**config.mk**
```make
export PLATFORM = sky130hd
export DESIGN_NAME = rf_wport_sched
export DESIGN_NICKNAME = d
export VERILOG_FILES = /design/src/rtl/rf_wport_sched_pkg.sv /design/src/rtl/rf_scoreboard.sv /design/src/rtl/rf_wport_sched.sv
export SDC_FILE = /design/constraint.sdc
export NUM_CORES = 1
export LEC_CHECK = 0
export BUFFER_PORTS_ARGS = -buffer_cell sky130_fd_sc_hd__buf_4
export CELL_PAD_IN_SITES_DETAIL_PLACEMENT = 0
export CELL_PAD_IN_SITES_GLOBAL_PLACEMENT = 1
export CORE_ASPECT_RATIO = 1.2
export CORE_UTILIZATION = 30
export CTS_CLUSTER_SIZE = 16
export DETAILED_ROUTE_END_ITERATION = 6
export PLACE_DENSITY = 0.95
export RECOVER_POWER = 50
export SLEW_MARGIN = 20
export SYNTH_ARGS = -nofsm -noshare
export SYNTH_HDL_FRONTEND = slang
export SYNTH_HIERARCHICAL = 1
export SYNTH_SLANG_ARGS = --single-unit
```
**constraint.sdc**
```tcl
create_clock -name clk -period 6.2 [get_ports clk]
set_input_delay 1.24 -clock clk [delete_from_list [all_inputs] [get_ports clk]]
set_output_delay 1.24 -clock clk [all_outputs]
set_load 0.01 [all_outputs]
```
**src/rtl/rf_wport_sched_pkg.sv**
```systemverilog
// Shared sizing and FSM encoding for the register-file write-port scheduler.
package rf_wport_sched_pkg;

   localparam int RF_REG_W      = 3;
   localparam int RF_DATA_W     = 16;
   localparam int RF_REG        = 8;
   localparam int RF_STARVE_MAX = 4;

   typedef enum logic {
      ARB   = 1'b0,
      FORCE = 1'b1
   } wsched_state_t;

endpackage

```
**src/rtl/rf_scoreboard.sv**
```systemverilog
// Outstanding-LLU-result scoreboard and decode hazard detection for the register file.
module rf_scoreboard
   import rf_wport_sched_pkg::*;
#(
   parameter int REG_W = RF_REG_W,
   parameter int REG   = RF_REG
) (
   input  logic             clk,
   input  logic             rst_n,
   input  logic             iss_valid,
   input  logic [REG_W-1:0] iss_dst,
   input  logic             clr_en,
   input  logic [REG_W-1:0] clr_dst,
   input  logic [REG_W-1:0] dec_src1,
   input  logic [REG_W-1:0] dec_src2,
   input  logic [REG_W-1:0] dec_dst,
   input  logic             hold,
   output logic             dec_stall,
   output logic [REG-1:0]   busy
);

   logic [REG-1:0] busy_q;
   logic [REG-1:0] busy_vis;
   logic [REG-1:0] busy_d;
   logic           hazard;
   logic           set_en;

   // A result retiring this cycle is already readable (negedge write), so it no longer blocks decode.
   always_comb begin
      busy_vis = busy_q;
      if (clr_en) busy_vis[clr_dst] = 1'b0;
   end

   assign hazard = ((dec_src1 != '0) && busy_vis[dec_src1]) ||
                   ((dec_src2 != '0) && busy_vis[dec_src2]) ||
                   ((dec_dst  != '0) && busy_vis[dec_dst]);

   assign dec_stall = rst_n && (hazard || hold);
   assign set_en    = iss_valid && !dec_stall && (iss_dst != '0);

   // Set is applied after clear so a same-register collision leaves the bit set.
   always_comb begin
      busy_d = busy_vis;
      if (set_en) busy_d[iss_dst] = 1'b1;
   end

   always_ff @(posedge clk or negedge rst_n) begin
      if (!rst_n) busy_q <= '0;
      else        busy_q <= busy_d;
   end

   assign busy = busy_q;

endmodule

```
**src/rtl/rf_wport_sched.sv**
```systemverilog
// Shares the register-file write port between pipeline writeback and the long-latency unit.
//   state | meaning
//   ARB   | WB has priority; a denied LLU result ages toward a forced grant
//   FORCE | one cycle: LLU owns the port, WB and decode are held
module rf_wport_sched
   import rf_wport_sched_pkg::*;
#(
   parameter int REG_W      = RF_REG_W,
   parameter int DATA_W     = RF_DATA_W,
   parameter int REG        = RF_REG,
   parameter int STARVE_MAX = RF_STARVE_MAX
) (
   input  logic              clk,
   input  logic              rst_n,
   input  logic              wb_we,
   input  logic [REG_W-1:0]  wb_dst,
   input  logic [DATA_W-1:0] wb_data,
   output logic              wb_hold,
   input  logic              llu_valid,
   input  logic [REG_W-1:0]  llu_dst,
   input  logic [DATA_W-1:0] llu_data,
   output logic              llu_ready,
   input  logic              iss_valid,
   input  logic [REG_W-1:0]  iss_dst,
   input  logic [REG_W-1:0]  dec_src1,
   input  logic [REG_W-1:0]  dec_src2,
   input  logic [REG_W-1:0]  dec_dst,
   output logic              dec_stall,
   output logic [REG_W-1:0]  rf_a3,
   output logic [DATA_W-1:0] rf_wd3,
   output logic              rf_we3,
   output logic [REG-1:0]    busy
);

   localparam int AGE_W = $clog2(STARVE_MAX + 1);

   wsched_state_t    state_q, state_d;
   logic [AGE_W-1:0] age_q, age_d;
   logic             wb_live;

   assign wb_live = wb_we && (wb_dst != '0);

   always_ff @(posedge clk or negedge rst_n) begin
      if (!rst_n) begin
         state_q <= ARB;
         age_q   <= '0;
      end else begin
         state_q <= state_d;
         age_q   <= age_d;
      end
   end

   // Only a non-null LLU result denied by a live WB ages; any grant or idle cycle clears it.
   always_comb begin
      state_d = ARB;
      age_d   = '0;
      if ((state_q == ARB) && wb_live && llu_valid && (llu_dst != '0)) begin
         age_d = (age_q == AGE_W'(STARVE_MAX)) ? age_q : age_q + 1'b1;
         if (age_d == AGE_W'(STARVE_MAX)) state_d = FORCE;
      end
   end

   always_comb begin
      wb_hold   = 1'b0;
      llu_ready = 1'b0;
      rf_we3    = 1'b0;
      rf_a3     = '0;
      rf_wd3    = '0;
      if (rst_n) begin
         if (state_q == FORCE) begin
            wb_hold   = 1'b1;
            llu_ready = llu_valid;
            rf_we3    = llu_valid && (llu_dst != '0);
            rf_a3     = llu_dst;
            rf_wd3    = llu_data;
         end else if (wb_live) begin
            rf_we3    = 1'b1;
            rf_a3     = wb_dst;
            rf_wd3    = wb_data;
            llu_ready = llu_valid && (llu_dst == '0);
         end else if (llu_valid) begin
            llu_ready = 1'b1;
            rf_we3    = (llu_dst != '0);
            rf_a3     = llu_dst;
            rf_wd3    = llu_data;
         end
      end
   end

   rf_scoreboard #(
      .REG_W (REG_W),
      .REG   (REG)
   ) u_scoreboard (
      .clk       (clk),
      .rst_n     (rst_n),
      .iss_valid (iss_valid),
      .iss_dst   (iss_dst),
      .clr_en    (llu_ready),
      .clr_dst   (llu_dst),
      .dec_src1  (dec_src1),
      .dec_src2  (dec_src2),
      .dec_dst   (dec_dst),
      .hold      (wb_hold),
      .dec_stall (dec_stall),
      .busy      (busy)
   );

endmodule

```
# Yosys cells after proc, flatten, opt, wreduce, memory -nomap -nowiden
# Index checks and enable logic that the tools add are counted.
word_totals:
  output_inout_bits: 31
  ff_bits: 12
  in_bits: 55
  elab_cells: 76
op_classes:
  add_sub_neg: 1
  mux: 34
  n_eq_ne: 2
  magnitude_cmp: 7
  n_reduce_logical: 25
  bitwise_logic: 4
ops:
  columns: ["operator", "count"]
  rows:
  - ["$mux W16", 4]
  - ["$lt A3 B4 Y1 const B", 5]
  - ["$mux W3", 6]
  - ["$reduce_bool A3 Y1", 6]
  - ["$mux W1", 17]
  - ["$mux W8", 2]
  - ["$logic_and A1 B1 Y1", 14]
  - ["$bmux W1 S3", 3]
  - ["$and A8 B8 Y8", 1]
  - ["$not A8 Y8", 1]
  - ["$or A8 B8 Y8", 1]
  - ["$demux W1 S3", 2]
  - ["$eq A3 B3 Y1 const B", 2]
  - ["$ge A3 B1 Y1 const B", 2]
  - ["$add A3 B1 Y3 const B", 1]
  - ["$logic_not A3 Y1", 1]
  - ["$logic_or A1 B1 Y1", 3]
  - ["$logic_not A1 Y1", 1]
  - ["$not A1 Y1", 1]

# Logic depth before layout (Yosys ltp)
# Gate-level depths: netlist (run 1).
logic_depth:
  depth_word: 18
  ltp_mapped: 8
  ltp_nobuf: 8

# Cells and area by module
# Netlist (run 1), hierarchy kept.
modules_own_cells:
  columns: ["mod", "area_each_um2", "instances", "seq_area_each_um2", "cells_each"]
  rows:
  - ["rf_scoreboard", 726.9, 1, 200.2, 90]
  - ["rf_wport_sched", 624.3, 1, 100.1, 98]

# Least setup slack after synthesis (run 1)
# OpenSTA, ideal clock, no wires.
synth_timing:
  path_kind: "input port to output port"
  startpoint: "input port wb_we"
  endpoint: "output port dec_stall"
  path_buffers: 0
  t_arrival_ps: 2980
  stages: 7
  path_slack_ps: 1980
  required_ps: 4960
  cell_sequence: "nand2b_1 > o311a_1 > and4bb_2 > o32ai_1 > a221oi_1 > o311a_1 > a21boi_0"
synth_between:
  elab_chain_len: 12
  elab_cells_between_ends: 18
  cone_classes: "mux: 10; reduce/logical: 8"
synth_lines:
  columns: ["item", "line_no", "text"]
  rows:
  - ["from (decl)", "rf_wport_sched.sv:15", "input logic wb_we,"]
  - ["$logic_and A1 B1 Y1 (*)", "rf_wport_sched.sv:41", "assign wb_live = wb_we && (wb_dst != '0);"]
  - ["$mux W1 (*)", "rf_wport_sched.sv:76", "end else if (wb_live) begin"]
  - ["$mux W1 (*)", "rf_wport_sched.sv:70", "if (state_q == FORCE) begin"]
  - ["$mux W1 (*)", "rf_wport_sched.sv:69", "if (rst_n) begin"]
  - ["named net llu_ready", "rf_wport_sched.sv:22", "output logic llu_ready,"]
  - ["$mux W8 (*)", "rf_scoreboard.sv:31", "if (clr_en) busy_vis[clr_dst] = 1'b0;"]
  - ["$bmux W1 S3, on equally long branches", "rf_scoreboard.sv:34, rf_scoreboard.sv:35", null]
  - ["$mux W1, on equally long branches", "rf_scoreboard.sv:34, rf_scoreboard.sv:35", null]
  - ["$logic_and A1 B1 Y1, on equally long branches", "rf_scoreboard.sv:34, rf_scoreboard.sv:35", null]
  - ["$logic_or A1 B1 Y1", "rf_scoreboard.sv:34", "assign hazard = ((dec_src1 != '0) && busy_vis[dec_src1]) ||"]
  - ["$logic_or A1 B1 Y1 (*)", "rf_scoreboard.sv:35", "((dec_src2 != '0) && busy_vis[dec_src2]) ||"]
  - ["$logic_or A1 B1 Y1 (*)", "rf_scoreboard.sv:38", "assign dec_stall = rst_n && (hazard || hold);"]
  - ["$logic_and A1 B1 Y1 (*)", "rf_scoreboard.sv:38", null]
  - ["to (decl)", "rf_wport_sched.sv:28", "output logic dec_stall,"]
# The timed path passes the listed nets; every way through them passes the cells marked *. The select of a mux whose other input is x is not followed.

# Final worst setup path (run 1)
layout_timing:
  startpoint: "input port wb_we"
  endpoint: "output port dec_stall"
layout_between:
  elab_chain_len: 12
  elab_cells_between_ends: 18
  cone_classes: "mux: 10; reduce/logical: 8"
layout_lines:
  columns: ["item", "line_no"]
  rows:
  - ["$logic_and A1 B1 Y1 (*)", "rf_wport_sched.sv:41"]
  - ["$mux W1 (*)", "rf_wport_sched.sv:76"]
  - ["$mux W1 (*)", "rf_wport_sched.sv:70"]
  - ["$mux W1 (*)", "rf_wport_sched.sv:69"]
  - ["$mux W8 (*)", "rf_scoreboard.sv:31"]
  - ["$bmux W1 S3, on equally long branches", "rf_scoreboard.sv:34, rf_scoreboard.sv:35"]
  - ["$mux W1, on equally long branches", "rf_scoreboard.sv:34, rf_scoreboard.sv:35"]
  - ["$logic_and A1 B1 Y1, on equally long branches", "rf_scoreboard.sv:34, rf_scoreboard.sv:35"]
  - ["$logic_or A1 B1 Y1", "rf_scoreboard.sv:34"]
  - ["$logic_or A1 B1 Y1 (*)", "rf_scoreboard.sv:35"]
  - ["$logic_or A1 B1 Y1 (*)", "rf_scoreboard.sv:38"]
  - ["$logic_and A1 B1 Y1 (*)", "rf_scoreboard.sv:38"]
# Mark *: on every way between the ends. The rest lies on a longest branch, timed or not. The select of a mux whose other input is x is not followed.

==> key figures, run 1 <==
Clocking
  – Clock buffer depth: 2
  – Post-CTS setup repair buffer count: 0
  – CTS tree: yes
  – Clock root buffer: clkbuf_8
  – Post-cts resize count: 0
  – CTS Buf Count: 3
  – H-tree depth: 1
  – Hold Buf Count CTS: 0
  – Clock Latency Late Sink: 0.24 ns
  – Clock slew at reported path FFs: 0.05 ns
  – # clock sinks: 12

Floorplan
  – Die area: 4778 um^2
  – Die Width: 63.27 um
  – Std-Cell Rows: 26
  – Core area: 4294 um^2
  – Die Span Y: 75.52 um
  – # IOs: 86
  – Initial Util: 31.47%

STA
  – Tightest Pin Transition: 0.9853 ns
  – Post-route minimum period: 4.952 ns
  – Fin Clk Skew: 0.0009506 ns
  – Setup ws final: 1.248 ns
  – Max-slew violation count: 0
  – Final setup viols: 0
  – Peak Freq: 0.2019 GHz
  – Max_slew headroom: 34.31%
  – TNS Setup: 0 ns
  – Final Cycle Share: 79.87%
  – RSZ-0062 raised after global routing: no
  – Fin. Hold Viols: 0
  – Final hold slack: 0.5169 ns

Global route
  – Tot GR Track Use: 18.71%
  – Vias in the first global route: 1617
  – Largest net degree at the start of global routing: 23
  – Antenna violations before repair: 0
  – Global-route wire length before repair: 7.162 mm
  – Remaining Overflow, GRT: 0

Pwr
  – Static leakage power: 0.0008995 uW
  – Max VDD drop: 0.1357 mV
  – PD cells: 173.2 nW/um^2

Setup path
  – Slowest Stage Delay on Critical Path: 0.58 ns
  – Slowest cell on the critical path: o311a_1
  – Crit Path Class: primary input to output port
  – Worst setup EP type: output port
  – Critical path, cell by cell: clkbuf_1 -> nand2b_1 -> o311a_1 -> and4bb_2 -> o32ai_1 -> a221oi_1 -> o311a_1 -> a21boi_0 -> buf_4
  – Crit path launch type: primary input
  – Worst Path Required: 4.96 ns
  – Critical path's top delay family: compound AO/OA/AOI/OAI gates
  – Worst path most repeated cell: o311a_1
  – Critical Path AT: 3.71 ns
  – WP buf/inv: 2
  – Crit-path max FO: 22

Layout
  – Final instance area: 2029 um^2
  – Area Growth Syn to Fin: 50.19%
  – Ant. Diodes: 0
  – Core Util, Final: 47.26%
  – Final #Nets: 326
  – Share of post-route cells with drive strength above 1: 32.46%

Detailed routing
  – WL final: 4.532 mm
  – Via Count: 1767
  – Vias/cell: 5.454
  – WL/cell: 13.99 um
  – Drt first pass iters: 4
  – Remaining DRCs: 0
  – Detail Route Antenna Nets: 0
  – Initial DRC Count: 123

Synth
  – Synth warn: 6
  – Post-synth top area share: 22.22%
  – Post-synthesis cell area: 1351 um^2
  – Post-Syn Area per Cell: 7.188 um^2
  – Most frequent cell after synthesis: o21ai_0
  – Ys flop type: dfrtp_1
  – FFs w/ async S/R, synth: 100.0%
  – Mapped Cells: 188
  – Most instantiated cells after synthesis: o21ai_0 (22), a21oi_1 (21), nand2_1 (20), nand3_1 (19), dfrtp_1 (12)
  – Cell taking the most area after synthesis: dfrtp_1
  – EDFF count, synth: 0
  – Netlist cell types: 44
  – Sequential-to-total area share from yosys stat: 22.22%
  – Synth area leaders: dfrtp_1 (22%), o21ai_0 (8.1%), a21oi_1 (7.8%), nand3_1 (7.0%), nand2_1 (5.6%)
  – Syn Nets: 245
  – Synth Register Bits: 12

Place
  – Pre-CTS WS: 1.366 ns
  – RD Place Congestion: 0.8886
  – Hpwl dp: 3.528 mm
  – PortBufs: 85
  – Dpl cell area: 2018 um^2

Run
  – Max-Cap Viols: 0

Status
  – Status: finished clean

Min path
  – Type of the most critical hold path: flop to flop
-- worst register-to-register path, cell delays in order (launching register included) --
cell and delay [ns]:
dfrtp_1 0.40, nand2b_1 0.45, o311a_1 0.58, and4bb_2 0.30, o32ai_1 0.25, a221oi_1 0.13, o311a_1 0.33, nand4_1 0.20
o21ai_0 0.10
-- power breakdown --
part           total [uW]  leakage (uW)  switching [uW]  internal [uW]
Combinational         163      0.000726            85.1           78.3
Clock                83.7     0.0000288            27.7           56.0
Sequential            104      0.000145            12.9           91.4
-- kinds of logic after synthesis --
family / Yosys count / synth area share (%)
adders and majority gates: 2 / 1.852
DFF: 12 / 22.22
and+or+nand+nor: 77 / 31.57
xor gates and xnor gates: 1 / 0.6483
AOI/OAI and AO/OA: 76 / 36.67
buffers and inverters: 20 / 7.036
-- layout make-up --
type / instances / area (um^2)
fill: 487 / 2265
multi-input combinational: 156 / 954.7
timing repair buffer: 87 / 615.6
sequential: 12 / 300.3
tap: 56 / 70.07
clock buffer: 4 / 55.05
inverter: 9 / 33.78
-- cell usage in the layout, fill, tap and decap left out, types with 2 or more instances in the layout --
cell type / count
nand3_1: 19
o311a_1: 2
o22ai_1: 4
dfrtp_1: 12
nor2_1: 7
ha_1: 2
clkbuf_8: 4
nand3b_1: 2
nor2b_1: 7
a21oi_1: 21
and4b_1: 3
and2_1: 2
o21ai_1: 2
and4bb_2: 2
a31oi_1: 2
nand2_1: 20
nor3_1: 3
or3_1: 2
o21ai_0: 22
o32ai_1: 8
buf_4: 77
nand2b_1: 3
inv_1: 9
clkbuf_1: 10
o21bai_1: 3
-- sequential cells by signal, indices dropped and copies added, names as in the netlist --
| register | flops |
|---|---|
| u_scoreboard/busy | 8 |
| age_q | 3 |
| state_q | 1 |
-- stage by stage --
| step | std cells | total power (uW) |
|---|---|---|
| global placement | 320 | 278.3 |
| detailed placement | 320 | 279.1 |
| finish | 324 | 351.5 |
| global route | 324 | 377.3 |
| floorplan | 188 | 192.0 |
| CTS | 324 | 365.1 |
-- layer usage --
metal | routed length, um | track usage [%]
met3 | 323 | 2.545
met5 | 0 | 0
met2 | 2206 | 33.69
met4 | 103 | 8.838
met1 | 1898 | 22.30
-- worst paths after layout --
kind,start,depth (start not counted),endpoint,slack (ns)
worst max-delay path,wb_we,9,dec_stall,1.25
worst min-delay path,u_scoreboard/busy[0],1,u_scoreboard/busy[0],0.52
worst max register to register,state_q,8,u_scoreboard/busy[6],3.33
worst min register to register,u_scoreboard/busy[0],1,u_scoreboard/busy[0],0.52
max in group asynchronous,rst_n,1,age_q[1],4.46
min in group asynchronous,rst_n,1,u_scoreboard/busy[3],1.14
Note: power is estimated with default switching activity, not from simulation.
==> inputs of run 2 (changes only) <==
- CORE_UTILIZATION: 30 -> 28
- PLACE_DENSITY: 0.95 -> 0.9
- clock period: 6.2 -> 5.1 ns (I/O delays scaled with it)
==> run 2 against run 1 <==
Effect of this change:
- global-route usage shrank 1.4 points
- final area increased by 0.55%
- worst setup slack got worse by 0.55 ns
- non-clock buffer count is the same
- routed wire length fell by 0.62%
- final cell count grew 0.62%
- clock skew barely moved
- first-iteration DRC count fell by 40%
- sequential power up 23%
- combinational power up 21%
- core utilization is 3.2 points lower
==> key figures, run 2 (synthesis results as in run 1) <==
STA
  – Fin Clk Skew: 0.001364 ns (+0.0004130 ns)
  – Setup ws final: 0.6943 ns (-0.5536 ns)
  – Fin. Hold Viols: 0 (unchanged)
  – Max_slew headroom: 53.77% (+19 points)
  – Final setup viols: 0 (unchanged)
  – Final hold slack: 0.5456 ns (+0.02865 ns)
  – Peak Freq: 0.2270 GHz
  – Post-route minimum period: 4.406 ns
  – TNS Setup: 0 ns (unchanged)
  – RSZ-0062 raised after global routing: no
  – Final Cycle Share: 86.39%
  – Tightest Pin Transition: 0.6934 ns (-0.2919 ns)
  – Max-slew violation count: 0 (unchanged)

Floorplan
  – Core area: 4628 um^2 (+7.8%)
  – Die Width: 65.42 um (+3.4%)
  – # IOs: 86 (unchanged)
  – Die area: 5109 um^2 (+6.9%)
  – Std-Cell Rows: 27 (+3.8%)
  – Initial Util: 29.20% (-2.3 points)
  – Die Span Y: 78.10 um (+3.4%)

Detailed routing
  – Detail Route Antenna Nets: 0 (unchanged)
  – Via Count: 1737 (-1.7%)
  – Initial DRC Count: 74 (-40%)
  – Vias/cell: 5.328 (-2.3%)
  – Remaining DRCs: 0 (unchanged)
  – WL final: 4.504 mm (-0.62%)
  – WL/cell: 13.82 um (-1.2%)
  – Drt first pass iters: 4 (unchanged)

Setup path
  – Critical Path AT: 3.39 ns (-0.32 ns)
  – Slowest Stage Delay on Critical Path: 0.53 ns (-0.05 ns)
  – Crit path launch type: primary input
  – Worst setup EP type: output port
  – Crit Path Class: primary input to output port
  – Slowest cell on the critical path: o311a_1
  – Crit-path max FO: 22 (unchanged)
  – Critical path, cell by cell: clkbuf_1 -> nand2b_1 -> clkbuf_1 -> o311a_1 -> and4bb_2 -> o32ai_1 -> nor3b_1 -> o311a_1 -> a21boi_0 -> buf_4
  – Worst Path Required: 4.08 ns (-0.88 ns)

Pwr
  – Max VDD drop: 0.1887 mV (+39%)
  – Static leakage power: 0.0009074 uW (+0.89%)
  – PD cells: 210.2 nW/um^2 (+21%)

Layout
  – Most frequent cells in the layout: buf_4 (77), o21ai_0 (22), a21oi_1 (21)
  – Area Growth Syn to Fin: 51.02%
  – Final #Nets: 326 (unchanged)
  – Most common cell after layout, fill and taps aside: buf_4
  – Fill cells: 483 (-0.82%)
  – Max FFs per register: 8 (unchanged)
  – Ant. Diodes: 0 (unchanged)
  – Final instance area: 2041 um^2 (+0.55%)
  – Share of post-route cells with drive strength above 1: 33.21% (+0.75 points)

Run
  – Max-Cap Viols: 0 (unchanged)

Clocking
  – Hold Buf Count CTS: 0 (unchanged)
  – CTS tree: yes
  – Post-CTS setup repair buffer count: 0 (unchanged)
  – Post-cts resize count: 0 (unchanged)
  – Clock Latency Late Sink: 0.24 ns (about the same)
  – Clock root buffer: clkbuf_8
  – CTS Buf Count: 3 (unchanged)
  – # clock sinks: 12 (unchanged)
  – H-tree depth: 1 (unchanged)
  – Clock buffer depth: 2 (unchanged)
  – Clock slew at reported path FFs: 0.05 ns (about the same)

Place
  – Pre-CTS WS: 0.9737 ns (-0.3921 ns)
  – Dpl cell area: 2023 um^2 (+0.25%)
  – Hpwl dp: 3.556 mm (+0.79%)
  – RD Place Congestion: 0.8459 (-4.8%)
  – PortBufs: 85 (unchanged)

Global route
  – Remaining Overflow, GRT: 0 (unchanged)
  – Tot GR Track Use: 17.30% (-1.4 points)
  – Global-route wire length before repair: 7.044 mm (-1.6%)
  – Vias in the first global route: 1569 (-3.0%)
  – Largest net degree at the start of global routing: 23 (unchanged)
  – Antenna violations before repair: 0 (unchanged)

Status
  – Status: finished clean

Min path
  – Type of the most critical hold path: flop to flop
run 2: cell types whose count changed in the layout (fill, tap and decap cells not counted):
cell / previous run / this run
and2_0: 1 / 2
and2_1: 2 / 1
nand4_1: 1 / 0
nand4_2: 0 / 1
nor2b_1: 7 / 6
nor2b_2: 0 / 1
run 2: worst max-delay path: cells and delay by family:
family / cells / cell delay, ns
buffers and inverters: 3 / 0.61
and+or+nand+nor: 3 / 0.44
AOI/OAI and AO/OA: 4 / 1.31
run 2: area by class of cell:
class / count / area, um^2 / share of cell area, %
clock buffers: 4 / 55.05 / 2.698
well taps: 58 / 72.57 / 3.556
inverters: 9 / 33.78 / 1.655
flip-flops and latches: 12 / 300.3 / 14.71
multi-input cells: 156 / 963.4 / 47.21
repair buffers: 87 / 615.6 / 30.17
run 2: worst paths after layout:
kind	from	endpoint	slack, ns	cells past startpoint
min in group asynchronous	rst_n	u_scoreboard/busy[1]	0.64	1
hold reg to reg	u_scoreboard/busy[0]	u_scoreboard/busy[0]	0.55	1
setup / recovery	wb_we	dec_stall	0.69	10
max in group asynchronous	rst_n	state_q	4.26	1
setup reg to reg	state_q	u_scoreboard/busy[4]	2.19	9
hold / removal	u_scoreboard/busy[0]	u_scoreboard/busy[0]	0.55	1
run 2: report_power, final:
group | switching (uW) | total (uW) | internal, uW
clock | 35.3 | 104 | 68.2
combinational | 102 | 198 | 95.4
sequential | 16.6 | 128 | 111
total | 154 | 429 | 275
run 2: routing by layer:
metal,global-route usage [%],vias up,part of all wire (%)
met5,0,-,0
met4,6.304,0,2.1
met3,3.343,10,7.1
met2,30.82,76,48
met1,20.00,784,43
li1,-,867,-
run 2: per-stage QoR:
step                utilization (%)  total power (uW)  cells
CTS                           44.90             444.6    326
floorplan                         -             233.4    188
global placement              43.66             338.2    322
global route                  44.09             459.3    326
finish                        44.09             429.0    326
detailed placement            43.71             338.1    322
==> inputs of run 3 (changes only) <==
- RECOVER_POWER: 50 -> 25
- clock period: 5.1 -> 4.67 ns (I/O delays scaled with it)
==> run 3 against run 2 <==
Effect of this change:
- via count grew 1.4%
- combinational power rose by 17%
- critical path depth shrank 1
- final area is 1.9% higher
- total power is 13% higher
- routed wire length increased by 2.3%
- register-to-register slack gained 0.04 ns
- core utilization up 0.84 points
- worst setup slack better by 0.18 ns
- final cell count grew 0.31%
- critical endpoint unchanged
- largest cell class unchanged
==> key figures, run 3 (synthesis results as in run 1) <==
Clocking
  – CTS Buf Count: 3 (unchanged)
  – H-tree depth: 1 (unchanged)
  – Hold Buf Count CTS: 0 (unchanged)
  – CTS tree: yes
  – Clock root buffer: clkbuf_8
  – Clock Latency Late Sink: 0.24 ns (about the same)
  – Post-CTS setup repair buffer count: 0 (unchanged)
  – Post-cts resize count: 0 (unchanged)
  – Clock buffer depth: 2 (unchanged)
  – Clock slew at reported path FFs: 0.05 ns (about the same)
  – # clock sinks: 12 (unchanged)

Global route
  – Tot GR Track Use: 18.27% (+0.98 points)
  – Remaining Overflow, GRT: 0 (unchanged)
  – Vias in the first global route: 1602 (+2.1%)
  – Largest net degree at the start of global routing: 22 (-4.3%)
  – Antenna violations before repair: 0 (unchanged)
  – Global-route wire length before repair: 7.514 mm (+6.7%)

STA
  – Fin. Hold Viols: 0 (unchanged)
  – Peak Freq: 0.2633 GHz
  – Fin Clk Skew: 0.002090 ns (+0.0007267 ns)
  – Final setup viols: 0 (unchanged)
  – Post-route minimum period: 3.798 ns
  – RSZ-0062 raised after global routing: no
  – Tightest Pin Transition: 0.6194 ns (-0.07398 ns)
  – Final Cycle Share: 81.34%
  – Max_slew headroom: 58.70% (+4.9 points)
  – Max-slew violation count: 0 (unchanged)
  – TNS Setup: 0 ns (unchanged)
  – Final hold slack: 0.5517 ns (+0.006121 ns)

Layout
  – Most common cell after layout, fill and taps aside: buf_4
  – Ant. Diodes: 0 (unchanged)
  – Most frequent cells in the layout: buf_4 (87), o21ai_0 (22), a21oi_1 (21)
  – Non-filler instance count after layout: 327 (+0.31%)
  – Area Growth Syn to Fin: 53.89%
  – Max FFs per register: 8 (unchanged)
  – Sequential cell area: 300.3 um^2 (unchanged)
  – Fill cells: 484 (+0.21%)
  – Final #Nets: 327 (+0.31%)
  – Area of the multi-input gates: 960.9 um^2 (-0.26%)
  – Share of post-route cells with drive strength above 1: 36.43% (+3.2 points)
  – Final instance area: 2079 um^2 (+1.9%)

Floorplan
  – Std-Cell Rows: 27 (unchanged)
  – Die Width: 65.42 um (unchanged)
  – Core area: 4628 um^2 (unchanged)
  – # IOs: 86 (unchanged)
  – Die Span Y: 78.10 um (unchanged)
  – Die area: 5109 um^2 (unchanged)
  – Initial Util: 29.20% (unchanged)

Pwr
  – Total power: 484.7 uW (+13%)
  – PD cells: 233.1 nW/um^2 (+11%)
  – Max VDD drop: 0.1880 mV (-0.37%)
  – Static leakage power: 0.0009440 uW (+4.0%)

Setup path
  – Worst setup EP type: output port
  – Worst Path Required: 3.74 ns (-0.34 ns)
  – Crit path launch type: primary input
  – WP buf/inv: 2 (-1)
  – Crit-path max FO: 9 (-59%)
  – Critical Path AT: 2.86 ns (-0.53 ns)
  – Crit Path Class: primary input to output port
  – Slowest Stage Delay on Critical Path: 0.43 ns (-0.10 ns)
  – Slowest cell on the critical path: o311a_1
  – Critical path's top delay family: compound AO/OA/AOI/OAI gates
  – Critical path, cell by cell: buf_4 -> nand2b_1 -> o311a_1 -> and4bb_2 -> o32ai_1 -> a221oi_1 -> o311a_1 -> a21boi_0 -> buf_4

Detailed routing
  – WL final: 4.608 mm (+2.3%)
  – Remaining DRCs: 0 (unchanged)
  – Via Count: 1761 (+1.4%)
  – Detail Route Antenna Nets: 0 (unchanged)
  – Initial DRC Count: 99 (+34%)
  – Drt first pass iters: 4 (unchanged)
  – Vias/cell: 5.385 (+1.1%)
  – WL/cell: 14.09 um (+2.0%)

Place
  – PortBufs: 85 (unchanged)
  – Placed cell count: 323 (+0.31%)
  – Hpwl dp: 3.539 mm (-0.48%)
  – Dpl cell area: 2028 um^2 (+0.25%)
  – RD Place Congestion: 0.9271 (+9.6%)

Min path
  – Type of the most critical hold path: flop to flop

Run
  – Max-Cap Viols: 0 (unchanged)

Status
  – Status: finished clean
## run 3: cell count changes in the layout (fill, tap and decap cells not counted), sizes merged
| cell | change |
|---|---|
| buf | +10 |
| clkbuf | -9 |
## run 3: final cells by class
type	instances	area share, %
multi-input combinational	156	46.21
timing repair buffer	88	31.59
sequential	12	14.44
tap	58	3.490
clock buffer	4	2.647
inverter	9	1.625
## run 3: final timing paths
| check | from | endpoint | slack, ns | cells after the start |
|---|---|---|---|---|
| min | u_scoreboard/busy[0] | u_scoreboard/busy[0] | 0.55 | 1 |
| max in group asynchronous | rst_n | u_scoreboard/busy[5] | 3.92 | 1 |
| max reg2reg | state_q | u_scoreboard/busy[1] | 2.23 | 8 |
| min in group asynchronous | rst_n | u_scoreboard/busy[3] | 0.56 | 1 |
| min reg2reg | u_scoreboard/busy[0] | u_scoreboard/busy[0] | 0.55 | 1 |
| max | wb_we | dec_stall | 0.87 | 9 |
## run 3: stage by stage
step | utilization [%] | setup WS (ns)
5_1_grt | 44.93 | 0.7036
6_report | 44.93 | 0.8717
2_1_floorplan | - | 1.062
4_1_cts | 45.01 | 0.8844
3_3_place_gp | 43.82 | 0.9092
3_5_place_dp | 43.82 | 0.8752
## run 3: per-layer routing
metal | vias to the layer above | track usage, % | part of all wire, %
li1 | 874 | - | -
met1 | 796 | 22.70 | 42
met2 | 83 | 31.24 | 48
met3 | 8 | 2.762 | 8.7
met4 | 0 | 6.739 | 1.6
met5 | - | 0 | 0
## run 3: where the power goes
group / switching, uW / internal (uW)
Clock: 37.9 / 74.4
Sequential: 19.8 / 121
Combinational: 113 / 118
Total: 171 / 314
